## config.mk

```make
export PLATFORM = sky130hd
export DESIGN_NAME = rename_unit
export DESIGN_NICKNAME = d
export VERILOG_FILES = /design/src/rtl/rename_pkg.sv /design/src/rtl/prn_free_list.sv /design/src/rtl/rename_unit.sv
export SDC_FILE = /design/constraint.sdc
export NUM_CORES = 2
export LEC_CHECK = 0
export ABC_AREA = 0
export CORE_MARGIN = 3
export CORE_UTILIZATION = 55
export DETAILED_ROUTE_END_ITERATION = 7
export GPL_ROUTABILITY_DRIVEN = 1
export PLACE_DENSITY_LB_ADDON = 0.25
export SLEW_MARGIN = 20
export SYNTH_ARGS = -nofsm -noshare
export SYNTH_HDL_FRONTEND = slang
export SYNTH_SLANG_ARGS = --single-unit
```

## constraint.sdc

```tcl
create_clock -name clk -period 3.86 [get_ports clk]
set_input_delay 0.772 -clock clk [delete_from_list [all_inputs] [get_ports clk]]
set_output_delay 0.772 -clock clk [all_outputs]
set_load 0.01 [all_outputs]
```

## src/rtl/rename_pkg.sv

```systemverilog
// Shared types and constants for the register-rename stage.
package rename_pkg;

  localparam int unsigned NUM_ARCH        = 32;
  localparam int unsigned ZERO_REG        = 31;
  localparam int unsigned ID_W            = 6;
  localparam int unsigned PRN_W           = 6;
  localparam int unsigned PRN_NUM         = 2 ** PRN_W;
  localparam int unsigned NUM_OPS         = 3;
  localparam int unsigned FREE_LIST_DEPTH = PRN_NUM - NUM_ARCH;
  localparam int unsigned FL_PTR_W        = $clog2(FREE_LIST_DEPTH);
  localparam int unsigned FL_CNT_W        = $clog2(FREE_LIST_DEPTH + 1);
  localparam int unsigned OPS_CNT_W       = $clog2(NUM_OPS + 1);

  typedef logic [4:0]       arch_reg_t;
  typedef logic [PRN_W-1:0] prn_t;

  typedef struct packed {
    logic [ID_W-1:0]    inst_id;
    logic [31:0]        raw_instr;
    logic [63:0]        pc;
    logic [NUM_OPS-1:0] src_valid;
    logic [NUM_OPS-1:0] src_ready;
    prn_t [NUM_OPS-1:0] src_prn;
    logic [NUM_OPS-1:0] dst_valid;
    prn_t [NUM_OPS-1:0] dst_prn;
    logic [NUM_OPS-1:0] prev_valid;
    prn_t [NUM_OPS-1:0] prev_prn;
  } renamed_inst_t;

  function automatic logic is_zero_reg(input arch_reg_t r);
    return r == arch_reg_t'(ZERO_REG);
  endfunction

endpackage

```

## src/rtl/prn_free_list.sv

```systemverilog
// Circular FIFO of free PRNs with several push and pop ports per cycle.
module prn_free_list
  import rename_pkg::*;
#(
  parameter int unsigned PORTS = NUM_OPS
) (
  input  logic                          clk,
  input  logic                          rst_n,
  input  logic [PORTS-1:0]              push_valid,
  input  prn_t                          push_prn [PORTS],
  input  logic [$clog2(PORTS+1)-1:0]    pop_count,
  output prn_t                          pop_prn [PORTS],
  output logic [FL_CNT_W-1:0]           count
);

  localparam int unsigned POP_W = $clog2(PORTS + 1);

  prn_t                  mem_q [FREE_LIST_DEPTH];
  prn_t                  mem_d [FREE_LIST_DEPTH];
  logic [FL_PTR_W-1:0]   head_q, head_d;
  logic [FL_PTR_W-1:0]   tail_q, tail_d;
  logic [FL_CNT_W-1:0]   count_q, count_d;
  logic [PRN_NUM-1:0]    free_map_q, free_map_d;
  logic                  overflow;
  logic                  underflow;
  logic                  double_free;

  function automatic logic [FL_PTR_W-1:0] wrap_inc(input logic [FL_PTR_W-1:0] p,
                                                   input int unsigned inc);
    int unsigned s;
    s = 32'(p) + inc;
    if (s >= FREE_LIST_DEPTH) s = s - FREE_LIST_DEPTH;
    return FL_PTR_W'(s);
  endfunction

  always_comb begin
    logic [FL_PTR_W-1:0] wr;
    int unsigned         npush;
    for (int unsigned k = 0; k < PORTS; k++) begin
      pop_prn[k] = mem_q[wrap_inc(head_q, k)];
    end

    mem_d       = mem_q;
    wr          = tail_q;
    npush       = 0;
    free_map_d  = free_map_q;
    double_free = 1'b0;
    for (int unsigned k = 0; k < PORTS; k++) begin
      if (k < 32'(pop_count)) free_map_d[pop_prn[k]] = 1'b0;
    end
    // Pushes are packed behind the tail in slot order; a PRN pushed this
    // cycle only becomes visible to pops through count_q next cycle.
    for (int unsigned k = 0; k < PORTS; k++) begin
      if (push_valid[k]) begin
        if (free_map_d[push_prn[k]]) double_free = 1'b1;
        free_map_d[push_prn[k]] = 1'b1;
        mem_d[wr] = push_prn[k];
        wr        = wrap_inc(wr, 1);
        npush     = npush + 1;
      end
    end
    tail_d    = wr;
    head_d    = wrap_inc(head_q, 32'(pop_count));
    count_d   = count_q + FL_CNT_W'(npush) - FL_CNT_W'(pop_count);
    overflow  = (32'(count_q) + npush) > (FREE_LIST_DEPTH + 32'(pop_count));
    underflow = 32'(pop_count) > 32'(count_q);
  end

  always_ff @(posedge clk or negedge rst_n) begin
    if (!rst_n) begin
      for (int unsigned i = 0; i < FREE_LIST_DEPTH; i++) begin
        mem_q[i] <= prn_t'(NUM_ARCH + i);
      end
      head_q     <= '0;
      tail_q     <= '0;
      count_q    <= FL_CNT_W'(FREE_LIST_DEPTH);
      for (int unsigned i = 0; i < PRN_NUM; i++) begin
        free_map_q[i] <= (i >= NUM_ARCH);
      end
    end else begin
      mem_q      <= mem_d;
      head_q     <= head_d;
      tail_q     <= tail_d;
      count_q    <= count_d;
      free_map_q <= free_map_d;
    end
  end

  assign count = count_q;

  a_no_overflow:    assert property (@(posedge clk) disable iff (!rst_n) !overflow);
  a_no_underflow:   assert property (@(posedge clk) disable iff (!rst_n) !underflow);
  a_no_double_free: assert property (@(posedge clk) disable iff (!rst_n) !double_free);

  logic unused_pop_w;
  assign unused_pop_w = ^POP_W;

endmodule

```

## src/rtl/rename_unit.sv

```systemverilog
// Register-rename stage: RAT lookup, free-list allocation, ready tracking
// and a one-entry output register feeding the issue queues.
module rename_unit
  import rename_pkg::*;
#(
  parameter int unsigned INST_ID_BITS = ID_W,
  parameter int unsigned PRN_BITS     = PRN_W,
  parameter int unsigned ARCH_REGS    = NUM_ARCH,
  parameter int unsigned MAX_OPERANDS = NUM_OPS,
  parameter int unsigned FU_COUNT     = 4
) (
  input  logic                    clk,
  input  logic                    rst_n,
  input  logic                    in_valid,
  output logic                    in_ready,
  input  logic [INST_ID_BITS-1:0] in_inst_id,
  input  logic [31:0]             in_raw_instr,
  input  logic [63:0]             in_pc,
  input  logic                    in_src_valid [MAX_OPERANDS],
  input  logic [4:0]              in_src_arch  [MAX_OPERANDS],
  input  logic                    in_dst_valid [MAX_OPERANDS],
  input  logic [4:0]              in_dst_arch  [MAX_OPERANDS],
  output logic                    out_valid,
  input  logic                    out_ready,
  output logic [INST_ID_BITS-1:0] inst_id,
  output logic [31:0]             raw_instr,
  output logic [63:0]             instr_pc,
  output logic                    prn_input_valid  [MAX_OPERANDS],
  output logic                    prn_input_ready  [MAX_OPERANDS],
  output logic [PRN_BITS-1:0]     prn_input        [MAX_OPERANDS],
  output logic                    prn_output_valid [MAX_OPERANDS],
  output logic [PRN_BITS-1:0]     prn_output       [MAX_OPERANDS],
  output logic                    prev_prn_valid   [MAX_OPERANDS],
  output logic [PRN_BITS-1:0]     prev_prn         [MAX_OPERANDS],
  input  logic                    set_prn_ready [FU_COUNT][MAX_OPERANDS],
  input  logic [PRN_BITS-1:0]     set_prn       [FU_COUNT][MAX_OPERANDS],
  input  logic                    commit_free_valid [MAX_OPERANDS],
  input  logic [PRN_BITS-1:0]     commit_free_prn   [MAX_OPERANDS]
);

  localparam int unsigned PRN_COUNT = 2 ** PRN_BITS;

  prn_t                    rat_q [ARCH_REGS];
  prn_t                    rat_d [ARCH_REGS];
  logic [PRN_COUNT-1:0]    ready_q, ready_d;
  logic [PRN_COUNT-1:0]    wake_vec;
  renamed_inst_t           out_q, out_d, nxt;
  logic                    out_valid_q, out_valid_d;

  logic [MAX_OPERANDS-1:0] dst_alloc;
  logic [OPS_CNT_W-1:0]    n_alloc;
  logic [OPS_CNT_W-1:0]    pidx;
  logic                    accept;
  logic                    dup_dst;

  logic [MAX_OPERANDS-1:0] fl_push_valid;
  prn_t                    fl_push_prn [MAX_OPERANDS];
  logic [OPS_CNT_W-1:0]    fl_pop_count;
  prn_t                    fl_pop_prn  [MAX_OPERANDS];
  logic [FL_CNT_W-1:0]     fl_count;

  prn_free_list #(
    .PORTS (MAX_OPERANDS)
  ) u_free_list (
    .clk        (clk),
    .rst_n      (rst_n),
    .push_valid (fl_push_valid),
    .push_prn   (fl_push_prn),
    .pop_count  (fl_pop_count),
    .pop_prn    (fl_pop_prn),
    .count      (fl_count)
  );

  always_comb begin
    for (int unsigned k = 0; k < MAX_OPERANDS; k++) begin
      fl_push_valid[k] = commit_free_valid[k];
      fl_push_prn[k]   = commit_free_prn[k];
    end
  end

  always_comb begin
    wake_vec = '0;
    for (int unsigned f = 0; f < FU_COUNT; f++) begin
      for (int unsigned m = 0; m < MAX_OPERANDS; m++) begin
        if (set_prn_ready[f][m]) wake_vec[set_prn[f][m]] = 1'b1;
      end
    end
  end

  always_comb begin
    n_alloc = '0;
    dup_dst = 1'b0;
    for (int unsigned k = 0; k < MAX_OPERANDS; k++) begin
      dst_alloc[k] = in_dst_valid[k] && !is_zero_reg(in_dst_arch[k]);
      if (dst_alloc[k]) n_alloc = n_alloc + OPS_CNT_W'(1);
    end
    for (int unsigned a = 0; a < MAX_OPERANDS; a++) begin
      for (int unsigned b = a + 1; b < MAX_OPERANDS; b++) begin
        if (dst_alloc[a] && dst_alloc[b] && in_dst_arch[a] == in_dst_arch[b]) dup_dst = 1'b1;
      end
    end

    in_ready     = (!out_valid_q || out_ready) && (fl_count >= FL_CNT_W'(n_alloc));
    accept       = in_valid && in_ready;
    fl_pop_count = accept ? n_alloc : '0;

    nxt           = '0;
    nxt.inst_id   = in_inst_id;
    nxt.raw_instr = in_raw_instr;
    nxt.pc        = in_pc;
    // Sources see the pre-update RAT; a same-cycle broadcast bypasses the table.
    for (int unsigned s = 0; s < MAX_OPERANDS; s++) begin
      if (in_src_valid[s]) begin
        if (is_zero_reg(in_src_arch[s])) begin
          nxt.src_ready[s] = 1'b1;
        end else begin
          nxt.src_valid[s] = 1'b1;
          nxt.src_prn[s]   = rat_q[in_src_arch[s]];
          nxt.src_ready[s] = ready_q[nxt.src_prn[s]] | wake_vec[nxt.src_prn[s]];
        end
      end
    end

    rat_d   = rat_q;
    ready_d = ready_q | wake_vec;
    pidx    = '0;
    for (int unsigned k = 0; k < MAX_OPERANDS; k++) begin
      if (dst_alloc[k]) begin
        nxt.dst_valid[k]  = 1'b1;
        nxt.dst_prn[k]    = fl_pop_prn[pidx];
        nxt.prev_valid[k] = 1'b1;
        nxt.prev_prn[k]   = rat_q[in_dst_arch[k]];
        if (accept) begin
          rat_d[in_dst_arch[k]]     = fl_pop_prn[pidx];
          ready_d[fl_pop_prn[pidx]] = 1'b0;
        end
        pidx = pidx + OPS_CNT_W'(1);
      end
    end

    if (accept) begin
      out_d       = nxt;
      out_valid_d = 1'b1;
    end else begin
      out_d       = out_q;
      out_valid_d = out_valid_q && !out_ready;
      for (int unsigned s = 0; s < MAX_OPERANDS; s++) begin
        if (out_q.src_valid[s] && wake_vec[out_q.src_prn[s]]) out_d.src_ready[s] = 1'b1;
      end
    end
  end

  always_ff @(posedge clk or negedge rst_n) begin
    if (!rst_n) begin
      for (int unsigned i = 0; i < ARCH_REGS; i++) begin
        rat_q[i] <= prn_t'(i);
      end
      ready_q     <= '1;
      out_q       <= '0;
      out_valid_q <= 1'b0;
    end else begin
      rat_q       <= rat_d;
      ready_q     <= ready_d;
      out_q       <= out_d;
      out_valid_q <= out_valid_d;
    end
  end

  always_comb begin
    out_valid = out_valid_q;
    inst_id   = out_q.inst_id;
    raw_instr = out_q.raw_instr;
    instr_pc  = out_q.pc;
    for (int unsigned k = 0; k < MAX_OPERANDS; k++) begin
      prn_input_valid[k]  = out_q.src_valid[k];
      prn_input_ready[k]  = out_q.src_ready[k];
      prn_input[k]        = out_q.src_prn[k];
      prn_output_valid[k] = out_q.dst_valid[k];
      prn_output[k]       = out_q.dst_prn[k];
      prev_prn_valid[k]   = out_q.prev_valid[k];
      prev_prn[k]         = out_q.prev_prn[k];
    end
  end

  a_distinct_dst: assert property (@(posedge clk) disable iff (!rst_n)
                                   !(accept && dup_dst));

endmodule

```

==> results.toml, run 1 <==
[status]
status = "aborted with a tool error"
haltStage = "5_1_grt"
error_line = "[ERROR GRT-0232] Routing congestion too high. Check the congestion heatmap in the GUI."

[logic_synthesis]
synthesis.area_um2 = 56200
synth_top_area_share_pct = 19.4
synth_fa_ha_area_share_pct = 0.797
synth-simple-area-share_pct = 17.9
ys_ff_latch = 630
syn_inst = 6335
yosys-top-cells-count = "nand2_1 (790), nor2_1 (702), clkbuf_1 (556), mux4_2 (484), a21oi_1 (426)"
synth.most_common_cell = "nand2_1"
synth_edf_count = 0
netlist_top_cells_area = "mux4_2 (19%), dfrtp_1 (17%), dfstp_2 (12%)"
synthFlopType = "dfrtp_1"
synth_nets = 6616
synth_area_per_cell_um2 = 8.87
yosys_warnings = 0
synthArstFlopShare_pct = 100
synth_top_family_by_area = "multiplexers"
muxShareOfSynthArea_pct = 26.6
synth_xor_area_share_pct = 0.374
ys_types = 82
synth_top_area_cell = "mux4_2"
ys_seq_area_share_pct = 28.6
synth_compound_gate_area_share_pct = 19.9

[floorplan]
start_util_pct = 55.8
rows = 116
die_x_um = 326
die_h_um = 326
ios = 417

[placed_design]
post_dp_cell_area_um2 = 71800
place.gp.congestion = 1.19
dpl.hpwl_mm = 230
numPortBuffers = 416

[clocking]
holdBufCountCts = 0
cts-root-buf = "clkbuf_16"
cts_made_buffers = 74
clock-sinks = 630
clock_path_buffers = 3
h-tree-depth = 3

[global_route]
grt_max_degree = 108
antenna_found_initial = 50
grt_util_all_layers_pct = 78.8
grt_overflow_total = 292

[timing]
endpoint_type = "register data pin"
worstEndpointGrtRepair = "ready_q[31]$_DFF_PN1_/D"
kinds of logic after synthesis:
logic type,after synthesis
adders and majority gates,34
xor gates and xnor gates,24
muxes,875
buffers and inverters,818
DFF,630
and+or+nand+nor,2159
AOI/OAI and AO/OA,1795
per-stage QoR:
step	cells	hold slack, ps	worst slack, ps	setup TNS (ps)
after global placement	8830	395	-914	-256850
after detailed placement	8830	398	-1080	-309190
after floorplan	6335	454	-1030	-81560
after CTS	8996	199	-46.2	-87.6
repair_timing:
item | in CTS
cloned | 2
endpoints found under the setup margin | 361
setup buffers | 29
pin swaps | 20
gates resized for setup | 138
routing by layer:
metal	global-route usage (%)	overflow
met5	47.3	12
met4	65.2	98
met3	72.8	42
met2	88.2	96
met1	82.7	44
==> run 2, diff against run 1 <==
- CORE_UTILIZATION: 55 -> 40
- PLACE_DENSITY_LB_ADDON: 0.25 -> 0.15
- clock period: 3.86 -> 5.02 ns (I/O delays scaled with it)
==> run 2 against run 1 <==
Effect of this change:
- the run now ends clean
- synthesized cell count unchanged
- synthesized area unchanged
==> results.toml, run 2 <==
[route]
routed-wl-met3_mm = 49.9
finalWirelength_mm = 307
via_count = 60600
wl_met2_mm = 120
post_drt_via_cell_ratio = 6.82
met1_length_mm = 125
ant_nets = 0
drtIter0Drc = 9672
dr.pass1.iters = 8
drc = 0
routedWlPerCell_um = 34.5
top_layer_used = "met5"

[pwr]
vdd_drop_max_mv = 1.65
powerDensity_nw_per_um2 = 678
p_total_w = 0.0475
cellLeakagePower_nw = 26.9

[setup_path]
cp-end-kind = "flip-flop"
critPathTopFamily = "compound AO/OA/AOI/OAI gates"
worstPathRequired_ps = 5600
crit_type = "input port to flip-flop"
rrSetupSlack_ps = 210
cp_max_fo = 5
cp_slowest_cell = "a2111oi_0"
rr_endpoint = "ready_q[29]$_DFF_PN1_"
reg2regPathDepth = 12
crit_chain = "clkdlybuf4s50_1 -> buf_4 -> mux4_2 -> mux4_2 -> nand2b_1 -> nand3_1 -> buf_12 -> and3_1 -> a2111oi_0 -> buf_4 -> o22ai_1 -> a2111oi_1 -> buf_4 -> a31oi_1 -> o21a_1 -> o221ai_1"
cp_num_buf_inv = 5
critPathArrivalTime_ps = 5400
r2r_start = "u_free_list.head_q[0]$_DFF_PN0_"
cpMostUsedCell = "buf_4"
start_kind = "input port"
slowest_delay_ps = 620
path_depth = 16

[final_layout]
fillCellCount = 13100
multi_input_area_um2 = 37200
final_common_cell = "nand2_1"
reg_top3 = "rat_q (192), u_free_list.mem_q (192)"
final_cells = 8897
final_nets = 7243
design_area_um2 = 70100
drive_gt1_share_pct = 28.0
syn_to_final_growth_pct = 24.7
utilization_pct = 50.6
seqCellArea_um2 = 16100
mostFrequentLayoutCells = "nand2_1 (788), buf_4 (772), nor2_1 (701)"

[timing]
fin_ws_ps = 195
period_share_pct = 96.1
fin_skew_ps = 75.0
max_freq_ghz = 0.207
final-hold-violation-count = 0
timing.slew.headroom_pct = 24.0
setup_viol = 0
tightest_slew_ps = 1140
layout_min_cycle_time_ps = 4820
rsz0062_at_grt = "no"
maxSlewViolCount = 0

[logic_synthesis]
synth_area_per_cell_um2 = 8.87
synthArstFlopShare_pct = 100
synth_nets = 6616
yosys-top-cells-count = "nand2_1 (790), nor2_1 (702), clkbuf_1 (556), mux4_2 (484), a21oi_1 (426)"
yosys_warnings = 0
synth_top_area_share_pct = 19.4
synth.most_common_cell = "nand2_1"
synth_top_area_cell = "mux4_2"
ys_ff_latch = 630
ys_seq_area_share_pct = 28.6
synthesis.area_um2 = 56200
syn_inst = 6335
synthFlopType = "dfrtp_1"
synth_edf_count = 0
netlist_top_cells_area = "mux4_2 (19%), dfrtp_1 (17%), dfstp_2 (12%)"
ys_types = 82

[clocking]
h-tree-depth = 3
cts_tree = "done"
cts_made_buffers = 80
clk_pin_slew_ps = 60
clock_path_buffers = 3
cts-root-buf = "clkbuf_16"
clock-sinks = 630
clk_latency_ps = 740
holdBufCountCts = 0

[floorplan]
rows = 136
core_um2 = 139000
start_util_pct = 40.6
die_h_um = 381
ios = 417
dieArea_um2 = 145000
die_x_um = 381

[global_route]
grt_overflow_total = 0
grt_pass1_vias = 56200
antenna_found_initial = 14
grt_util_all_layers_pct = 40.9
grt_max_degree = 117
grt_pass1_wl_mm = 431

[placed_design]
post_dp_cell_area_um2 = 67200
dpl.hpwl_mm = 230
place.gp.congestion = 1.08
place_ws_ps = -368
numPortBuffers = 416
dpl.cell_count = 8743

[run]
drv_cap = 0

[min_path]
worstHoldPathType = "input port to asynchronous set/reset pin"

[status]
status = "finished, final reports clean"
[run 2: logic make-up (layout without fill, tap and decap cells)]
logic type / after synthesis / in the layout / synth area share (%)
compound gates: 1795 / 1795 / 19.9
xor+xnor: 24 / 24 / 0.374
fa+ha+maj: 34 / 34 / 0.797
buf+inv: 818 / 1512 / 5.87
flops: 630 / 630 / 28.6
mux: 875 / 875 / 26.6
other cells: 0 / 5 / 0
simple gates: 2159 / 2159 / 17.9
[run 2: metal layers]
layer / GRT usage (%) / vias up
met4: 12.6 / 16
met1: 58.0 / 30100
met3: 19.3 / 618
met2: 54.4 / 4770
met5: 0.926 / -
li1: - / 25100
[run 2: worst max-delay path by stage]
stage                          start                             end  slack [ps]
floorplan            in_dst_arch[10]  u_free_list.count[5]$_DFF_PN1_        -140
global placement    set_prn_ready[0]  prn_input_ready[1]$_DFFE_PN0P_        -490
detailed placement  set_prn_ready[0]  prn_input_ready[1]$_DFFE_PN0P_        -370
CTS                   in_dst_arch[4]                        in_ready          10
global route        set_prn_ready[0]  prn_input_ready[1]$_DFFE_PN0P_          60
finish                in_src_arch[7]  prn_input_ready[1]$_DFFE_PN0P_         200
[run 2: through the flow]
step           setup TNS [ps]  hold WS (ps)
3_5_place_dp           -27980           393
6_report                    0           341
3_3_place_gp           -17110           390
4_1_cts                     0           312
2_1_floorplan            -151           454
5_1_grt                     0           356
[run 2: report_power, final]
group          leakage (nW)  switching (W)  total (W)  internal [W]
combinational          18.2         0.0177     0.0295        0.0117
sequential             7.36        0.00366     0.0118       0.00811
clock                  1.39        0.00261    0.00628       0.00367
[run 2: repair_timing]
action / 4_1_cts / 5_1_grt
endpoints found under the setup margin: 1 / 3
gates resized for setup: 2 / 3
buffers inserted: 0 / 0
[run 2: cell type report]
cell class | instances | area share, %
Timing Repair Buffer | 1249 | 16.0
Tap cell | 1863 | 3.33
Antenna cell | 5 | 0.0179
Multi-Input combinational cell | 4887 | 53.1
Clock buffer | 112 | 3.29
Sequential cell | 630 | 23.0
Inverter | 114 | 0.612
Clock inverter | 37 | 0.766
Power figures use the tool's default switching activity.
